`config.mk`:
```
export PLATFORM = sky130hd
export DESIGN_NAME = multi_game_engine_flat
export DESIGN_NICKNAME = d
export VERILOG_FILES = /design/src/rtl/multi_game_engine_if.sv /design/src/rtl/multi_game_engine.sv /design/src/flat_wrapper.sv
export SDC_FILE = /design/constraint.sdc
export NUM_CORES = 1
export LEC_CHECK = 0
export CAP_MARGIN = 10
export CORE_MARGIN = 2
export CORE_UTILIZATION = 49
export DETAILED_ROUTE_END_ITERATION = 6
export PLACE_DENSITY_LB_ADDON = 0.08
export SETUP_SLACK_MARGIN = 0.2
export SKIP_CTS_REPAIR_TIMING = 1
export SLEW_MARGIN = 10
export SYNTH_ARGS = -nofsm -noshare
export SYNTH_HDL_FRONTEND = slang
export SYNTH_SLANG_ARGS = --single-unit
```
`constraint.sdc`:
```
create_clock -name clk -period 2.2 [get_ports clk]
set_input_delay 0.22 -clock clk [delete_from_list [all_inputs] [get_ports clk]]
set_output_delay 0.22 -clock clk [all_outputs]
set_load 0.03 [all_outputs]
```
`src/rtl/multi_game_engine_if.sv`:
```
// Bus bundle for multi_game_engine: per-channel step/load/restart inputs and
// per-channel counter, pulse, score and game-state outputs, packed by channel.
interface multi_game_engine_if #(
  parameter int NUM_CH  = 2,
  parameter int SIZE    = 4,
  parameter int SCORE_W = 4
);
  logic [2*NUM_CH-1:0]       control_i;
  logic [NUM_CH-1:0]         init_c_i;
  logic [SIZE*NUM_CH-1:0]    init_l_i;
  logic [NUM_CH-1:0]         restart_i;
  logic [SIZE*NUM_CH-1:0]    count_o;
  logic [NUM_CH-1:0]         winner_o;
  logic [NUM_CH-1:0]         loser_o;
  logic [SCORE_W*NUM_CH-1:0] w_count_o;
  logic [SCORE_W*NUM_CH-1:0] l_count_o;
  logic [NUM_CH-1:0]         gameover_o;
  logic [2*NUM_CH-1:0]       who_o;
  logic                      any_over_o;

  modport slave (
    input  control_i, init_c_i, init_l_i, restart_i,
    output count_o, winner_o, loser_o, w_count_o, l_count_o, gameover_o, who_o, any_over_o
  );

  modport master (
    output control_i, init_c_i, init_l_i, restart_i,
    input  count_o, winner_o, loser_o, w_count_o, l_count_o, gameover_o, who_o, any_over_o
  );
endinterface

```
`src/rtl/multi_game_engine.sv`:
```
// NUM_CH independent games: up/down step counter with load, registered
// win/lose pulses, score counters and a PLAY/OVER FSM with restart or auto-clear.
module multi_game_engine #(
  parameter int NUM_CH      = 2,
  parameter int SIZE        = 4,
  parameter int SCORE_W     = 4,
  parameter int WIN_SCORE   = 4,
  parameter int AUTO_CLEAR  = 0,
  parameter int HOLD_CYCLES = 4
) (
  input  logic                clk,
  input  logic                reset,
  multi_game_engine_if.slave  bus
);
  localparam int HOLD_W = (HOLD_CYCLES > 1) ? $clog2(HOLD_CYCLES) : 1;

  typedef enum logic {PLAY = 1'b0, OVER = 1'b1} state_t;

  logic [NUM_CH-1:0] gameover_all;

  generate
    for (genvar gi = 0; gi < NUM_CH; gi++) begin : g_ch
      state_t              state_q, state_d;
      logic [SIZE-1:0]     count_q, count_d, stepped, step_val;
      logic                win_q, win_d, lose_q, lose_d;
      logic [SCORE_W-1:0]  wsc_q, wsc_d, lsc_q, lsc_d;
      logic [1:0]          who_q, who_d;
      logic [HOLD_W-1:0]   hold_q, hold_d;
      logic [1:0]          ctrl;
      logic                load, rst_req;
      logic [SIZE-1:0]     load_val;
      logic                win_done, lose_done, exit_over;

      assign ctrl     = bus.control_i[gi*2 +: 2];
      assign load     = bus.init_c_i[gi];
      assign load_val = bus.init_l_i[gi*SIZE +: SIZE];
      assign rst_req  = bus.restart_i[gi];

      always_comb begin
        case (ctrl)
          2'b00:   step_val = SIZE'(1);
          2'b01:   step_val = SIZE'(2);
          2'b10:   step_val = '1;
          default: step_val = ~SIZE'(1);
        endcase
        stepped = count_q + step_val;
      end

      // The score increment that lands on WIN_SCORE is the edge that ends the game.
      assign win_done  = win_q  && ((wsc_q + SCORE_W'(1)) == SCORE_W'(WIN_SCORE));
      assign lose_done = lose_q && ((lsc_q + SCORE_W'(1)) == SCORE_W'(WIN_SCORE));
      assign exit_over = (AUTO_CLEAR != 0) ? (hold_q == HOLD_W'(HOLD_CYCLES - 1)) : rst_req;

      always_ff @(posedge clk or negedge reset) begin
        if (!reset) begin
          state_q <= PLAY;
          count_q <= '0;
          win_q   <= 1'b0;
          lose_q  <= 1'b0;
          wsc_q   <= '0;
          lsc_q   <= '0;
          who_q   <= 2'b00;
          hold_q  <= '0;
        end else begin
          state_q <= state_d;
          count_q <= count_d;
          win_q   <= win_d;
          lose_q  <= lose_d;
          wsc_q   <= wsc_d;
          lsc_q   <= lsc_d;
          who_q   <= who_d;
          hold_q  <= hold_d;
        end
      end

      always_comb begin
        state_d = state_q;
        case (state_q)
          PLAY:    if (win_done || lose_done) state_d = OVER;
          default: if (exit_over)             state_d = PLAY;
        endcase
      end

      always_comb begin
        count_d = count_q;
        win_d   = 1'b0;
        lose_d  = 1'b0;
        wsc_d   = wsc_q;
        lsc_d   = lsc_q;
        who_d   = who_q;
        hold_d  = hold_q;
        case (state_q)
          PLAY: begin
            if (win_q)  wsc_d = wsc_q + SCORE_W'(1);
            if (lose_q) lsc_d = lsc_q + SCORE_W'(1);
            if (win_done) begin
              who_d = 2'b10;
            end else if (lose_done) begin
              who_d = 2'b01;
            end else if (load) begin
              count_d = load_val;
            end else begin
              count_d = stepped;
              win_d   = (stepped == '1);
              lose_d  = (stepped == '0);
            end
          end
          default: begin
            if (exit_over) begin
              count_d = '0;
              wsc_d   = '0;
              lsc_d   = '0;
              who_d   = 2'b00;
              hold_d  = '0;
            end else if (AUTO_CLEAR != 0) begin
              hold_d = hold_q + HOLD_W'(1);
            end
          end
        endcase
      end

      assign bus.count_o[gi*SIZE +: SIZE]         = count_q;
      assign bus.winner_o[gi]                     = win_q;
      assign bus.loser_o[gi]                      = lose_q;
      assign bus.w_count_o[gi*SCORE_W +: SCORE_W] = wsc_q;
      assign bus.l_count_o[gi*SCORE_W +: SCORE_W] = lsc_q;
      assign bus.who_o[gi*2 +: 2]                 = who_q;
      assign gameover_all[gi]                     = (state_q == OVER);
    end
  endgenerate

  assign bus.gameover_o = gameover_all;
  assign bus.any_over_o = |gameover_all;
endmodule

```
`src/flat_wrapper.sv`:
```
// flat-port wrapper written by rule: the top's interface ports become plain ports
module multi_game_engine_flat 
#(
  parameter int NUM_CH      = 2,
  parameter int SIZE        = 4,
  parameter int SCORE_W     = 4,
  parameter int WIN_SCORE   = 4,
  parameter int AUTO_CLEAR  = 0,
  parameter int HOLD_CYCLES = 4
)
  (clk, reset, bus_control_i, bus_init_c_i, bus_init_l_i, bus_restart_i, bus_count_o, bus_winner_o, bus_loser_o, bus_w_count_o, bus_l_count_o, bus_gameover_o, bus_who_o, bus_any_over_o);
  multi_game_engine_if #(.NUM_CH(NUM_CH), .SIZE(SIZE), .SCORE_W(SCORE_W)) bus_i ();
  input  logic clk;
  input  logic reset;
  input wire logic [$bits(bus_i.control_i)-1:0] bus_control_i;
  input wire logic [$bits(bus_i.init_c_i)-1:0] bus_init_c_i;
  input wire logic [$bits(bus_i.init_l_i)-1:0] bus_init_l_i;
  input wire logic [$bits(bus_i.restart_i)-1:0] bus_restart_i;
  output wire logic [$bits(bus_i.count_o)-1:0] bus_count_o;
  output wire logic [$bits(bus_i.winner_o)-1:0] bus_winner_o;
  output wire logic [$bits(bus_i.loser_o)-1:0] bus_loser_o;
  output wire logic [$bits(bus_i.w_count_o)-1:0] bus_w_count_o;
  output wire logic [$bits(bus_i.l_count_o)-1:0] bus_l_count_o;
  output wire logic [$bits(bus_i.gameover_o)-1:0] bus_gameover_o;
  output wire logic [$bits(bus_i.who_o)-1:0] bus_who_o;
  output wire logic [$bits(bus_i.any_over_o)-1:0] bus_any_over_o;
  assign bus_i.control_i = bus_control_i;
  assign bus_i.init_c_i = bus_init_c_i;
  assign bus_i.init_l_i = bus_init_l_i;
  assign bus_i.restart_i = bus_restart_i;
  assign bus_count_o = bus_i.count_o;
  assign bus_winner_o = bus_i.winner_o;
  assign bus_loser_o = bus_i.loser_o;
  assign bus_w_count_o = bus_i.w_count_o;
  assign bus_l_count_o = bus_i.l_count_o;
  assign bus_gameover_o = bus_i.gameover_o;
  assign bus_who_o = bus_i.who_o;
  assign bus_any_over_o = bus_i.any_over_o;
  multi_game_engine #(.NUM_CH(NUM_CH), .SIZE(SIZE), .SCORE_W(SCORE_W), .WIN_SCORE(WIN_SCORE), .AUTO_CLEAR(AUTO_CLEAR), .HOLD_CYCLES(HOLD_CYCLES)) u_core (.clk(clk), .reset(reset), .bus(bus_i));
endmodule
```
==> metrics.md, run 1 <==
| Metric | Value |
|---|---|
| Number of global-route vias before repair | `between 1500 and 2000` |
| H-tree lvl count | `2` |
| Arrival time worst endpoint | `roughly 2.1 ns` |
| Most common library cell in the layout ignoring fill and taps | `sky130_fd_sc_hd__clkdlybuf4s50_1` |
| Total detailed-routing wirelength | `around 4600 um` |
| Part of the Yosys area used for sequential elements | `0.418` |
| Peak supply drop | `~0.71 mV` |
| Die Y-Extent | `68.5 um` |
| Final period demand of the worst path | `about 1.9 ns` |
| PnR worst setup slack | `0.306 ns` |
| CTS Buffer Depth | `2` |
| Number of diodes | `0` |
| Leakage power | `about 1.1 nW` |
| Worst Reg-to-Reg Cells | `5` |
| Post-route fraction of the period consumed by the critical path | `0.861` |
| Critical path peak fanout | `3` |
| Clk sink count | `34` |
| Synth Register Bits | `34` |
| Post-synthesis cell count | `200` |
| Cell breakdown of the critical path | `clkdlybuf4s50_1 -> or2_2 -> ha_1 -> a21o_1 -> a21oi_2 -> xnor2_2 -> and4b_1` |
| Worst slew margin relative to its limit | `0.681` |
| Category of the worst setup path capture point | `register` |
| # IOs | `53` |
| GRT Util Overall | `0.215` |
| Largest net degree at the start of global routing | `35` |
| Leading cell types in the layout, fill and taps excluded | `sky130_fd_sc_hd__clkdlybuf4s50_1, sky130_fd_sc_hd__dfrtp_1, sky130_fd_sc_hd__nand2_1, sky130_fd_sc_hd__o21ai_0, sky130_fd_sc_hd__o22ai_1` |
| Clk_lat worst skew | `0.29 ns` |
| Worst path max stage delay | `around 0.45 ns` |
| Multi-input gate area in the final layout | `between 0.001 and 0.0015 mm2` |
| Setup total negative slack | `0 ns` |
| P&R area growth vs syn | `30.0%` |
| Count of standard-cell rows | `23` |
| FMAX | `528 MHz` |
| Warning count from the yosys run | `0` |
| Chip Width | `roughly 70 um` |
| Post-route cell area | `0.00265 mm2` |
| Summed instance area of the synthesized netlist | `between 0.002 and 0.0025 mm2` |
| Number of fill cells in the layout | `326` |
| Worst-path cell with the longest stage delay | `sky130_fd_sc_hd__clkdlybuf4s50_1` |
| Instance area at placement | `roughly 0.0025 mm2` |
| Endpoint required time on the critical path | `around 2.4 ns` |
| Via/cell ratio | `5.53` |
| Clock edge transition at the registers on the reported setup and hold paths | `around 0.07 ns` |
| Number of vias after detailed routing | `roughly 1600` |
| Number of buffers added by the clock tree synthesis step | `5` |
| Worst-case setup slack after placement | `-0.0510 ns` |
| Power Dens Cells | `about 1600 mW/mm2` |
| # setup viols final | `0` |
| Detail-routed net length per standard cell | `roughly 16 um` |
| Clock Skew | `0.00435 ns` |
| Final hold violation count | `0` |
| Weighted congestion reported at the end of routability-driven placement | `approximately 0.81` |
| Synthesized area per cell | `just over 10 um2` |
| Post-synthesis net count | `230` |
| Grt total ovfl | `0` |
| Crit path kind | `input pin to register` |
| Placeable core region | `roughly 0.004 mm2` |
| Run status | `finished, final reports clean` |
| Distinct cells, synth | `36` |
| Setup repair after global routing missed its margin | `false` |
| Async SR Flop Fraction | `1.00` |
| Final cell count without fillers | `approximately 300` |
| DRC marker count from the first detailed-route iteration | `75` |
| Setup crit start kind | `input pin` |
| Residual DRC | `0` |
| Number of max-slew violations in the final report | `0` |
| Initial Utilization | `0.509` |
| Max-capacitance violation count | `0` |
| Antenna violation net count after detailed routing | `0` |
| Clock tree from TritonCTS | `built` |
| Area of the die | `between 0.004 and 0.005 mm2` |
| Number of iterations in the first detailed-routing pass | `4` |
| Fraction of final layout cells sized beyond drive strength 1 | `0.118` |
| Hold Path Class | `input pin to async pin` |
| Number of antenna violations at the first check in global routing | `0` |
| Clock root buffer | `sky130_fd_sc_hd__clkbuf_8` |
| HPWL after DPL | `roughly 3400 um` |
| Most common flop cell mapped by yosys | `sky130_fd_sc_hd__dfrtp_1` |
| Overall power after layout | `slightly above 4 mW` |
| Inst Count DP | `288` |
| Global-route wire length before repair | `around 7600 um` |
| Count of flip-flops with a built-in enable after synthesis | `0` |
| Reg area | `between 800 and 900 um2` |
| Fin nets | `275` |
| Total of buffers placed on input and output ports | `52` |
| Worst slew pin tran | `around 0.47 ns` |
-- area by class of cell --
| type | count | area share |
|---|---|---|
| inverters | 3 | 0.00425 |
| clock buffers | 5 | 0.0260 |
| repair buffers | 56 | 0.209 |
| flip-flops and latches | 34 | 0.322 |
| well taps | 50 | 0.0236 |
| multi-input cells | 145 | 0.400 |
| clock inverters | 3 | 0.0151 |
-- final timing paths --
check                      slack [ns]                                 from                               endpoint
max                              0.31                     bus_control_i[1]        u_core.g_ch[0].lose_q$_DFF_PN0_
min                              0.35                                reset    u_core.g_ch[1].lsc_q[2]$_DFFE_PN0P_
max reg2reg                      0.42  u_core.g_ch[1].wsc_q[0]$_DFFE_PN0P_  u_core.g_ch[1].count_q[3]$_DFFE_PN0P_
min reg2reg                      0.53  u_core.g_ch[1].lsc_q[2]$_DFFE_PN0P_    u_core.g_ch[1].lsc_q[2]$_DFFE_PN0P_
max in group asynchronous        1.52                                reset       u_core.g_ch[0].state_q$_DFF_PN0_
min in group clk                 0.53  u_core.g_ch[1].lsc_q[2]$_DFFE_PN0P_    u_core.g_ch[1].lsc_q[2]$_DFFE_PN0P_
-- worst max-delay path, delay by kind of cell --
kind,cells,cell delay [ns]
AOI/OAI and AO/OA,2,0.36
xor gates and xnor gates,1,0.18
and+or+nand+nor,2,0.60
buffers and inverters,1,0.45
adders and majority gates,1,0.29
-- registers in the layout (all words and copies together), names as in the netlist --
signal and count:
u_core.g_ch.who_q 4, u_core.g_ch.lose_q 2, u_core.g_ch.count_q 8, u_core.g_ch.lsc_q 8
u_core.g_ch.win_q 2, u_core.g_ch.state_q 2, u_core.g_ch.wsc_q 8
-- Yosys cell counts, types with 6 or more instances --
library cell                n  share of area
sky130_fd_sc_hd__nor2_1     7          0.013
sky130_fd_sc_hd__buf_4      7          0.026
sky130_fd_sc_hd__o22ai_1   11          0.034
sky130_fd_sc_hd__a21oi_1    6          0.015
sky130_fd_sc_hd__clkbuf_1   6          0.011
sky130_fd_sc_hd__mux2i_1    8          0.039
sky130_fd_sc_hd__ha_1      10          0.061
sky130_fd_sc_hd__nand2_1   29          0.053
sky130_fd_sc_hd__xor2_1     8          0.034
sky130_fd_sc_hd__dfrtp_1   34           0.42
sky130_fd_sc_hd__nand3_1    7          0.017
sky130_fd_sc_hd__o21ai_0   13          0.032
sky130_fd_sc_hd__xnor2_1    8          0.034
-- kinds of logic (layout without fill, tap and decap cells) --
family,after synthesis,count (layout),share of synthesized area
AOI/OAI and AO/OA,39,39,0.122
xor gates and xnor gates,16,16,0.0688
adders and majority gates,12,12,0.0811
buffers and inverters,21,67,0.0676
DFF,34,34,0.418
muxes,8,8,0.0393
and+or+nand+nor,70,70,0.203
-- routing by layer --
metal  GRT usage  wire length (um)  vias up
met2       0.371              2370       49
met1       0.264              1900      787
li1            -                 -      791
met5           0                 0        -
met3      0.0543               258       10
met4      0.0600                72        0
-- metrics by stage --
step,utilization,hold slack [ns]
final,0.662,0.346
after global routing,0.662,0.396
after CTS,0.658,0.364
after detailed placement,0.631,0.517
after global placement,0.631,0.486
after floorplan,-,-0.0756
-- report_power, final --
group	internal (mW)	switching [mW]	leakage, nW
Clock	0.333	0.236	0.0579
Sequential	0.896	0.364	0.433
Combinational	1.02	1.26	0.596
Power figures use the tool's default switching activity.
==> run 2: changes to the inputs <==
Settings changed: CORE_UTILIZATION 49 to 44.
Clock period 2.2 ns to 1.7 ns, I/O delays scaled along.
==> metrics.md, run 2 (same netlist as run 1, synthesis figures left out) <==
| Metric | Value |
|---|---|
| Chip Width | `72.0 um (was 68.5 um)` |
| Clock Skew | `0.00412 ns (was 0.00435 ns)` |
| Area of the die | `0.00519 mm2 (was 0.00469 mm2)` |
| Register-to-Register Setup Slack | `0.007 ns (was 0.42 ns)` |
| Total of buffers placed on input and output ports | `52 (unchanged)` |
| Weighted congestion reported at the end of routability-driven placement | `0.799 (was 0.813)` |
| # IOs | `53 (unchanged)` |
| H-tree lvl count | `2 (unchanged)` |
| Setup repair after global routing missed its margin | `true (was false)` |
| Die Y-Extent | `72.0 um (was 68.5 um)` |
| Number of diodes | `0 (unchanged)` |
| GRT Util Overall | `0.192 (was 0.215)` |
| P&R area growth vs syn | `54.2% (was 30.0%)` |
| Number of global-route vias before repair | `1738 (was 1675)` |
| Residual DRC | `0 (unchanged)` |
| Leading cell types in the layout, fill and taps excluded | `sky130_fd_sc_hd__dlymetal6s2s_1, sky130_fd_sc_hd__buf_4, sky130_fd_sc_hd__nand2_1, sky130_fd_sc_hd__dfrtp_1, sky130_fd_sc_hd__clkdlybuf4s50_1 (was sky130_fd_sc_hd__clkdlybuf4s50_1, sky130_fd_sc_hd__dfrtp_1, sky130_fd_sc_hd__nand2_1, sky130_fd_sc_hd__o21ai_0, sky130_fd_sc_hd__o22ai_1)` |
| Final hold violation count | `0 (unchanged)` |
| Leakage power | `1.74 nW (was 1.09 nW)` |
| Clock edge transition at the registers on the reported setup and hold paths | `0.07 ns (about the same)` |
| Category of the worst setup path capture point | `register (unchanged)` |
| Number of iterations in the first detailed-routing pass | `4 (unchanged)` |
| Overall power after layout | `5.80 mW (was 4.11 mW)` |
| Worst slew pin tran | `0.438 ns (was 0.475 ns)` |
| Number of buffers added by the clock tree synthesis step | `5 (unchanged)` |
| Number of max-slew violations in the final report | `0 (unchanged)` |
| Run status | `finished, final reports clean (unchanged)` |
| Placeable core region | `0.00441 mm2 (was 0.00400 mm2)` |
| Number of antenna violations at the first check in global routing | `0 (unchanged)` |
| Endpoint required time on the critical path | `1.90 ns (was 2.42 ns)` |
| HPWL after DPL | `3580 um (was 3430 um)` |
| FMAX | `590 MHz` |
| Via/cell ratio | `5.40 (was 5.53)` |
| Max-capacitance violation count | `0 (unchanged)` |
| Number of fill cells in the layout | `337 (was 326)` |
| Critical path peak fanout | `5 (was 3)` |
| Total detailed-routing wirelength | `5070 um (was 4600 um)` |
| Number of vias after detailed routing | `1787 (was 1637)` |
| Clk sink count | `34 (unchanged)` |
| Peak supply drop | `1.11 mV (was 0.711 mV)` |
| Power Dens Cells | `1850 mW/mm2 (was 1550 mW/mm2)` |
| Arrival time worst endpoint | `1.90 ns (was 2.11 ns)` |
| Worst path max stage delay | `0.43 ns (was 0.45 ns)` |
| R2R Path Start | `u_core.g_ch[0].wsc_q[1]$_DFFE_PN0P_ (was u_core.g_ch[1].wsc_q[0]$_DFFE_PN0P_)` |
| Crit path kind | `register to register (was input pin to register)` |
| Worst-path cell with the longest stage delay | `sky130_fd_sc_hd__dfrtp_2 (was sky130_fd_sc_hd__clkdlybuf4s50_1)` |
| Grt total ovfl | `0 (unchanged)` |
| CTS Buffer Depth | `2 (unchanged)` |
| Hold Path Class | `input pin to async pin (unchanged)` |
| Cell breakdown of the critical path | `ha_4 -> and4bb_2 -> or3_4 -> buf_6 -> nor4_4 (was clkdlybuf4s50_1 -> or2_2 -> ha_1 -> a21o_1 -> a21oi_2 -> xnor2_2 -> and4b_1)` |
| Clk_lat worst skew | `0.29 ns (about the same)` |
| Fin nets | `308 (was 275)` |
| Clock tree from TritonCTS | `built (unchanged)` |
| Worst slew margin relative to its limit | `0.708 (was 0.681)` |
| Worst Reg-to-Reg Cells | `5 (unchanged)` |
| DRC marker count from the first detailed-route iteration | `73 (was 75)` |
| Largest net degree at the start of global routing | `35 (unchanged)` |
| Count of standard-cell rows | `24 (was 23)` |
| Clock root buffer | `sky130_fd_sc_hd__clkbuf_8 (unchanged)` |
| Initial Utilization | `0.461 (was 0.509)` |
| Fraction of final layout cells sized beyond drive strength 1 | `0.330 (was 0.118)` |
| Global-route wire length before repair | `7750 um (was 7580 um)` |
| Final cell count without fillers | `331 (was 296)` |
| Final period demand of the worst path | `roughly 1.7 ns` |
| Inst Count DP | `312 (was 288)` |
| # setup viols final | `0 (unchanged)` |
| Detail-routed net length per standard cell | `15.3 um (was 15.5 um)` |
| Registers with the most flip-flops | `u_core.g_ch.count_q: 8 flops, u_core.g_ch.lsc_q: 8 flops, u_core.g_ch.wsc_q: 8 flops (unchanged)` |
| Post-route fraction of the period consumed by the critical path | `0.996` |
| Setup crit start kind | `register (was input pin)` |
| Antenna violation net count after detailed routing | `0 (unchanged)` |
| Most common library cell in the layout ignoring fill and taps | `sky130_fd_sc_hd__dlymetal6s2s_1 (was sky130_fd_sc_hd__clkdlybuf4s50_1)` |
| Reg2Reg Capture Point | `u_core.g_ch[0].win_q$_DFF_PN0_ (was u_core.g_ch[1].count_q[3]$_DFFE_PN0P_)` |
run 2: cell types whose count changed in the layout (fill, tap and decap cells not counted), moves of 4 or more:
cell / delta
sky130_fd_sc_hd__clkdlybuf4s50_1: -38
sky130_fd_sc_hd__ha_1: -6
sky130_fd_sc_hd__o21ai_0: -4
sky130_fd_sc_hd__ha_4: +5
sky130_fd_sc_hd__dfrtp_1: -11
sky130_fd_sc_hd__dfrtp_2: +11
sky130_fd_sc_hd__buf_6: +4
sky130_fd_sc_hd__buf_4: +28
sky130_fd_sc_hd__dlymetal6s2s_1: +37
run 2: power breakdown:
group / switching (mW) / internal [mW] / total [mW]
registers: 0.379 / 1.18 / 1.56
clock network: 0.298 / 0.327 / 0.624
logic: 1.90 / 1.71 / 3.61
total: 2.58 / 3.22 / 5.80
run 2: worst max-delay path by stage:
| stage | startpoint | cells past startpoint | slack (ns) | endpoint |
|---|---|---|---|---|
| after global routing | u_core.g_ch[0].wsc_q[0]$_DFFE_PN0P_ | 5 | -0.05 | u_core.g_ch[0].win_q$_DFF_PN0_ |
| after global placement | bus_control_i[0] | 6 | -0.29 | u_core.g_ch[0].win_q$_DFF_PN0_ |
| after detailed placement | bus_control_i[2] | 7 | -0.34 | u_core.g_ch[1].win_q$_DFF_PN0_ |
| after CTS | bus_control_i[2] | 7 | -0.04 | u_core.g_ch[1].win_q$_DFF_PN0_ |
| after floorplan | u_core.g_ch[0].wsc_q[1]$_DFFE_PN0P_ | 6 | -0.05 | u_core.g_ch[0].count_q[3]$_DFFE_PN0P_ |
| final | u_core.g_ch[0].wsc_q[1]$_DFFE_PN0P_ | 5 | 0.007 | u_core.g_ch[0].win_q$_DFF_PN0_ |
run 2: metal layers:
metal | part of all wire | wire length (um) | global-route usage | vias to the layer above
met4 | 0.014 | 73 | 0.0608 | 0
li1 | - | - | - | 852
met5 | 0 | 0 | 0 | -
met2 | 0.49 | 2500 | 0.330 | 54
met1 | 0.43 | 2180 | 0.238 | 873
met3 | 0.062 | 312 | 0.0458 | 8
run 2: final cells by class:
| class | count | area (um2) | area share |
|---|---|---|---|
| clock inverters | 1 | 5.00 | 0.00159 |
| inverters | 3 | 11.3 | 0.00358 |
| well taps | 52 | 65.1 | 0.0207 |
| repair buffers | 88 | 896 | 0.285 |
| flip-flops and latches | 34 | 866 | 0.276 |
| multi-input cells | 146 | 1210 | 0.386 |
| clock buffers | 7 | 86.3 | 0.0275 |
run 2: worst max-delay path: cells and delay by family, from the launching register on:
kind | cells | cell delay [ns]
adder cells (fa/ha/maj) | 1 | 0.16
flip-flops | 1 | 0.43
buffers and inverters | 1 | 0.14
AND/OR/NAND/NOR | 3 | 0.89
run 2: stage by stage:
stage | TNS, ns | worst slack [ns] | util | instance area, um2 | hold WS [ns]
3_3_place_gp | -2.10 | -0.289 | 0.631 | 2780 | 0.487
3_5_place_dp | -2.68 | -0.343 | 0.631 | 2780 | 0.508
6_report | 0 | 0.00652 | 0.712 | 3140 | 0.284
2_1_floorplan | -0.0944 | -0.0498 | - | 2130 | -0.126
4_1_cts | -0.132 | -0.0435 | 0.651 | 2880 | 0.311
5_1_grt | -0.0943 | -0.0480 | 0.712 | 3140 | 0.347
